### config.mk
export PLATFORM = sky130hd
export DESIGN_NAME = fifo_reader
export DESIGN_NICKNAME = d
export VERILOG_FILES = /design/src/rtl/fifo_reader.sv
export SDC_FILE = /design/constraint.sdc
export NUM_CORES = 1
export LEC_CHECK = 0
export BUFFER_PORTS_ARGS = -buffer_cell sky130_fd_sc_hd__buf_2
export CAP_MARGIN = 20
export CORE_ASPECT_RATIO = 0.8
export CORE_MARGIN = 1.5
export CORE_UTILIZATION = 45
export DETAILED_ROUTE_END_ITERATION = 10
export GPL_TIMING_DRIVEN = 1
export PLACE_DENSITY_LB_ADDON = 0.25
export SLEW_MARGIN = 20
export SYNTH_ARGS = -nofsm -noshare
export SYNTH_HDL_FRONTEND = slang
export SYNTH_SLANG_ARGS = --single-unit
### constraint.sdc
create_clock -name rd_clk -period 3.53 [get_ports rd_clk]
set_input_delay 0.353 -clock rd_clk [delete_from_list [all_inputs] [get_ports rd_clk]]
set_output_delay 0.353 -clock rd_clk [all_outputs]
set_load 0.01 [all_outputs]
### src/rtl/fifo_reader.sv
// Read side of an asynchronous FIFO: synchronizes the write pointer, derives empty and
// fill level, addresses the memory and presents words through a registered valid/ready stage.
module fifo_reader #(
    parameter int unsigned DATA_SIZE = 4,
    parameter int unsigned ADDR_SIZE = 4
) (
    input  logic                 rd_clk,
    input  logic                 rst,
    input  logic [ADDR_SIZE:0]   wr_ptr_gray,
    input  logic [DATA_SIZE-1:0] rd_data_mem,
    output logic [ADDR_SIZE-1:0] rd_addr,
    output logic [ADDR_SIZE:0]   rd_ptr_gray,
    output logic [DATA_SIZE-1:0] m_data,
    output logic                 m_valid,
    input  logic                 m_ready,
    output logic                 empty,
    output logic [ADDR_SIZE:0]   rd_level
);
    localparam int unsigned PTR_W = ADDR_SIZE + 1;

    logic [PTR_W-1:0] rbin;
    logic [PTR_W-1:0] rbin_next;
    logic [PTR_W-1:0] wq1;
    logic [PTR_W-1:0] wq2;
    logic [PTR_W-1:0] wbin_s;
    logic             fetch;

    // Gray to binary: each binary bit is the XOR of all Gray bits at or above it.
    for (genvar i = 0; i < PTR_W; i++) begin : g_gray2bin
        assign wbin_s[i] = ^(wq2 >> i);
    end

    assign rbin_next = rbin + PTR_W'(1);
    assign empty     = (rd_ptr_gray == wq2);
    assign rd_level  = wbin_s - rbin;
    assign rd_addr   = rbin[ADDR_SIZE-1:0];
    assign fetch     = !empty && (!m_valid || m_ready);

    // Synchronizer, read pointer and output stage; a fetch replaces the held word without a bubble.
    always_ff @(posedge rd_clk) begin
        if (rst) begin
            wq1         <= '0;
            wq2         <= '0;
            rbin        <= '0;
            rd_ptr_gray <= '0;
            m_data      <= '0;
            m_valid     <= 1'b0;
        end else begin
            wq1 <= wr_ptr_gray;
            wq2 <= wq1;
            if (fetch) begin
                m_data      <= rd_data_mem;
                m_valid     <= 1'b1;
                rbin        <= rbin_next;
                rd_ptr_gray <= rbin_next ^ (rbin_next >> 1);
            end else if (m_valid && m_ready) begin
                m_valid <= 1'b0;
            end
        end
    end
endmodule

# Word-level counts from Yosys, hierarchy flattened
# Cells that the tools add are included.
[classes] eq_ne=1 n_reduce_logical=11 bitwise=1 add_sub_neg=2 mux=2
[ops] op="5-bit XOR reduction" count=5
[ops] op="5-bit by 1-bit adder with 5-bit output (second input constant)" count=1
[ops] op="5-bit == test" count=1
[ops] op="5-bit subtractor" count=1
[ops] op="5-bit by 4-bit XOR with 5-bit output" count=1
[ops] op="1-bit logical AND" count=2
[ops] op="1-bit logical NOT" count=2
[ops] op="1-bit 2-to-1 mux" count=2
[ops] op="2-bit nonzero test" count=1
[ops] op="1-bit logical OR" count=1
[word_totals] register_bits=25 inputBits=12 out_inout_bits=20 wordCells=23

# Logic depth before layout (Yosys ltp)
[logic_depth] depth_word=4 depth_mapped=10 mapped_depth_nobuf=10

# Worst setup path before layout
# No wires, ideal clock.
[synth_timing] path_type="reg2out" from="register wq2[3]" to="output port rd_level[4]" t_arrival_ps=2181 required_ps=3177 path_slack_ps=996 path_buffers=0 stages_incl_launch_ff=11 path_cell_list="dfxtp_1 > xor2_1 > xnor2_1 > xor2_1 > xor2_1 > ha_1 > fa_1 > inv_1 > a21o_1 > a21oi_1 > xnor2_1"
[synth_via] elab_chain_cells=2 elab_cells_between_ends=5 cone_classes="add/sub: 1; reduce/logical: 4"
[synth_rtl] element="from (decl)" line="24" rtl="logic [PTR_W-1:0] wq2;"
[synth_rtl] element="from (signal assigned)" line="50" rtl="wq2 <= wq1;"
[synth_rtl] element="5-bit XOR reduction" line="30" rtl="assign wbin_s[i] = ^(wq2 >> i);"
[synth_rtl] element="5-bit subtractor (*)" line="35" rtl="assign rd_level = wbin_s - rbin;"
[synth_rtl] element="to (decl)" line="17" rtl="output logic [ADDR_SIZE:0] rd_level"
# Every way passes the cells marked *; elsewhere a longest branch is shown, timed or not.

# Worst setup path in the final report
# Ends and elaborated chain as after synthesis.

==> impl_metrics.tcl <==
set metrics [dict create \
    crit_type "flop to output port" \
    crit_buf_inv 2 \
    synth_cells 118 \
    grt_pass1_wl_um 3460 \
    num_antenna_cells 0 \
    setup-violations-final 0 \
    cpMaxStageDelayCell "fa_1" \
    required_ns 3.18 \
    r2r_end "rd_ptr_gray[4]" \
    globalRouteMet3Util_pct 5.61 \
    firstDrtPassIters 4 \
    p_int_w 0.000656 \
    finish.instance_area_um2 1400 \
    dieWidth_um 59.9 \
    overflow 0 \
    core_area_um2 2440 \
    cts.clk_slew.worst_paths_ns 0.12 \
    arrival_ns 2.78 \
    r2r_start "rd_ptr_gray[2]" \
    max_freq_ghz 0.320 \
    die_h_um 48.5 \
    htreeDepth 1 \
    place_area_um2 1340 \
    min_period_over_period_pct 88.6 \
    cp-end-kind "output port" \
    drc 0 \
    grt_start_max_net_pins 26 \
    whs_path_depth 2 \
    antenna_found_initial 0 \
    p_seq_share_pct 35.5 \
    r2r_setup_slack_ns 1.50 \
    yosysSeqAreaShare_pct 41.2 \
    fin_crit_ns 3.13 \
    hp-class "input port to flop" \
    yosysTopAreaCellShare_pct 41.2 \
    hold_start "wr_ptr_gray[1]" \
    synth.area.top_cells "dfxtp_1 41%, xnor2_1 9.0%, nor2b_1 7.5%, mux2i_1 6.9%, xor2_1 6.8%" \
    final_cell_mix "31 x buf_2, 24 x dfxtp_1, 15 x nor2_1, 14 x nor2b_1, 12 x xnor2_1" \
    hold_end "wq1[1]" \
    die-area_um2 2910 \
    worstSkewPairLatency_ns 0.32 \
    finalSetupTns_ns 0 \
    crit_start "wq2[3]" \
    layout_commonest_cell "buf_2" \
    synth_area_um2 1170 \
    use_met1_pct 19.2 \
    cap_violations 0 \
    post_cts_resized 0 \
    path_common_cell "xor2_1" \
    hold_buffers 0 \
    power_frac_comb_pct 45.3 \
    start_util_pct 47.7 \
    use_met2_pct 25.5 \
    routed_via_density 4.57 \
    avgSynthCellArea_um2 9.88 \
    power_switching_w 0.000359 \
    area_growth_pct 19.7 \
    clkPwrFrac_pct 19.2 \
    grt_busiest_layer "met2" \
    status "finished clean" \
    reg2reg_depth 5 \
    setup.worst_path.start_class "flop" \
    pwr_density_cell_nw_per_um2 727 \
    cellLeakagePower_nw 0.678 \
    wl_per_cell_um 10.4 \
    max_slew_margin_pct 46.6 \
    crit_chain "xor2_1 > xnor2_1 > xor2_1 > xor2_1 > ha_1 > fa_1 > inv_1 > a21o_1 > a21oi_1 > xnor2_1 > buf_2" \
    tritoncts "built" \
    port_buffers 31 \
    grtUsageTotal_pct 16.1 \
    via_count 846 \
    cts_setup_buffers 0 \
    switching_share_pct 35.4 \
    crit_family "XOR/XNOR gates" \
    yosysWarnings 0 \
    cts.sinks 24 \
    cts.path.max_buffers 2 \
    cts_root_buf "clkbuf_4" \
    drt_iter0_markers 18 \
    hold_viol 0 \
    place_congestion 0.759 \
    pin_count 32 \
    synth_nets 136 \
    final_nets 168 \
    rsz0062_at_grt "false" \
    rows 16 \
    final.setup_skew_ns 0.00458 \
    synth_cell_type_count 23 \
    place_hpwl_um 1550 \
    ys_seq_elements 24 \
    vdd_drop_max_uv 354 \
    finalMaxSlewViolations 0 \
    cp_max_fo 3 \
    ant_nets 0 \
    grt_pass1_vias 804 \
    worstMarginPinSlew_ns 0.800 \
    synth_area_leader_cell "dfxtp_1" \
    wirelength_um 1930 \
    drive_above_1_share_pct 27.5 \
    max_stage_delay_ns 0.41 \
    cts_buffers 3 \
]
[worst max-delay path by stage]
stage / endpoint / slack (ns) / cells past startpoint
after floorplan: rd_level[4] / 1.0 / 10
after global placement: rd_level[4] / 0.92 / 11
after detailed placement: rd_level[4] / 0.74 / 11
after CTS: rd_level[4] / 0.36 / 11
after global routing: rd_level[4] / 0.12 / 11
final: rd_level[4] / 0.40 / 11
[metrics by stage]
| step | cells | total power (W) | hold WS [ns] | util (%) | setup slack (ns) |
|---|---|---|---|---|---|
| finish | 185 | 0.00101 | 0.232 | 57.2 | 0.401 |
| detailed placement | 181 | 0.000834 | 0.425 | 55.0 | 0.740 |
| CTS | 185 | 0.00103 | 0.221 | 57.2 | 0.360 |
| global route | 185 | 0.00111 | 0.210 | 57.2 | 0.120 |
| global placement | 181 | 0.000819 | 0.426 | 55.0 | 0.920 |
| floorplan | 118 | 0.000715 | 0.414 | - | 0.996 |
[synth_stat cells]
| cell | number |
|---|---|
| dfxtp_1 | 24 |
| nor2_1 | 15 |
| nor2b_1 | 14 |
| xnor2_1 | 12 |
| inv_1 | 10 |
| xor2_1 | 9 |
| mux2i_1 | 8 |
| ha_1 | 5 |
| clkbuf_1 | 3 |
| a211oi_1 | 2 |
| a21o_1 | 2 |
| a21oi_1 | 2 |
| nand2_1 | 2 |
| a2111oi_2 | 1 |
| a211oi_2 | 1 |
| a21oi_2 | 1 |
| and2_2 | 1 |
| buf_6 | 1 |
| fa_1 | 1 |
| mux2_2 | 1 |
| nand4_1 | 1 |
| nor3_1 | 1 |
| nor4_4 | 1 |
[flip-flops by register name, summed over array words and instances (netlist names)]
register and cells:
m_data 4, m_valid 1, wq1 5, rd_ptr_gray 5, wq2 5, rbin 4
[metal layers]
layer / vias to the layer above / part of all wire [%]
met2: 20 / 50
met1: 382 / 42
met5: - / 0
met3: 5 / 5.8
li1: 439 / -
met4: 0 / 1.8
[layout make-up]
type                    count  area [µm²]
clock inverters             1        30.0
flip-flops and latches     24         480
well taps                  36        45.0
multi-input cells          80         626
clock buffers               3        22.5
repair buffers             31         155
inverters                  10        37.5
fillers                   240        1050
[power groups by stage]
stage	Sequential (W)	Combinational (W)	Clock, W
after floorplan	0.000378	0.000337	0
after global placement	0.000366	0.000452	0
after detailed placement	0.000368	0.000466	0
after CTS	0.000361	0.000469	0.000202
after global routing	0.000370	0.000522	0.000214
final	0.000360	0.000460	0.000195
[cells by family (layout without fill, tap and decap cells)]
| family | count (synthesis) | after routing | synth area share (%) |
|---|---|---|---|
| and+or+nand+nor | 35 | 35 | 16.4 |
| DFF | 24 | 24 | 41.2 |
| xor gates and xnor gates | 21 | 21 | 15.8 |
| buffers and inverters | 14 | 45 | 5.15 |
| AOI/OAI and AO/OA | 9 | 9 | 6.54 |
| muxes | 9 | 9 | 7.83 |
| adders and majority gates | 6 | 6 | 7.08 |
No activity file was read; power rests on OpenSTA's default activity.
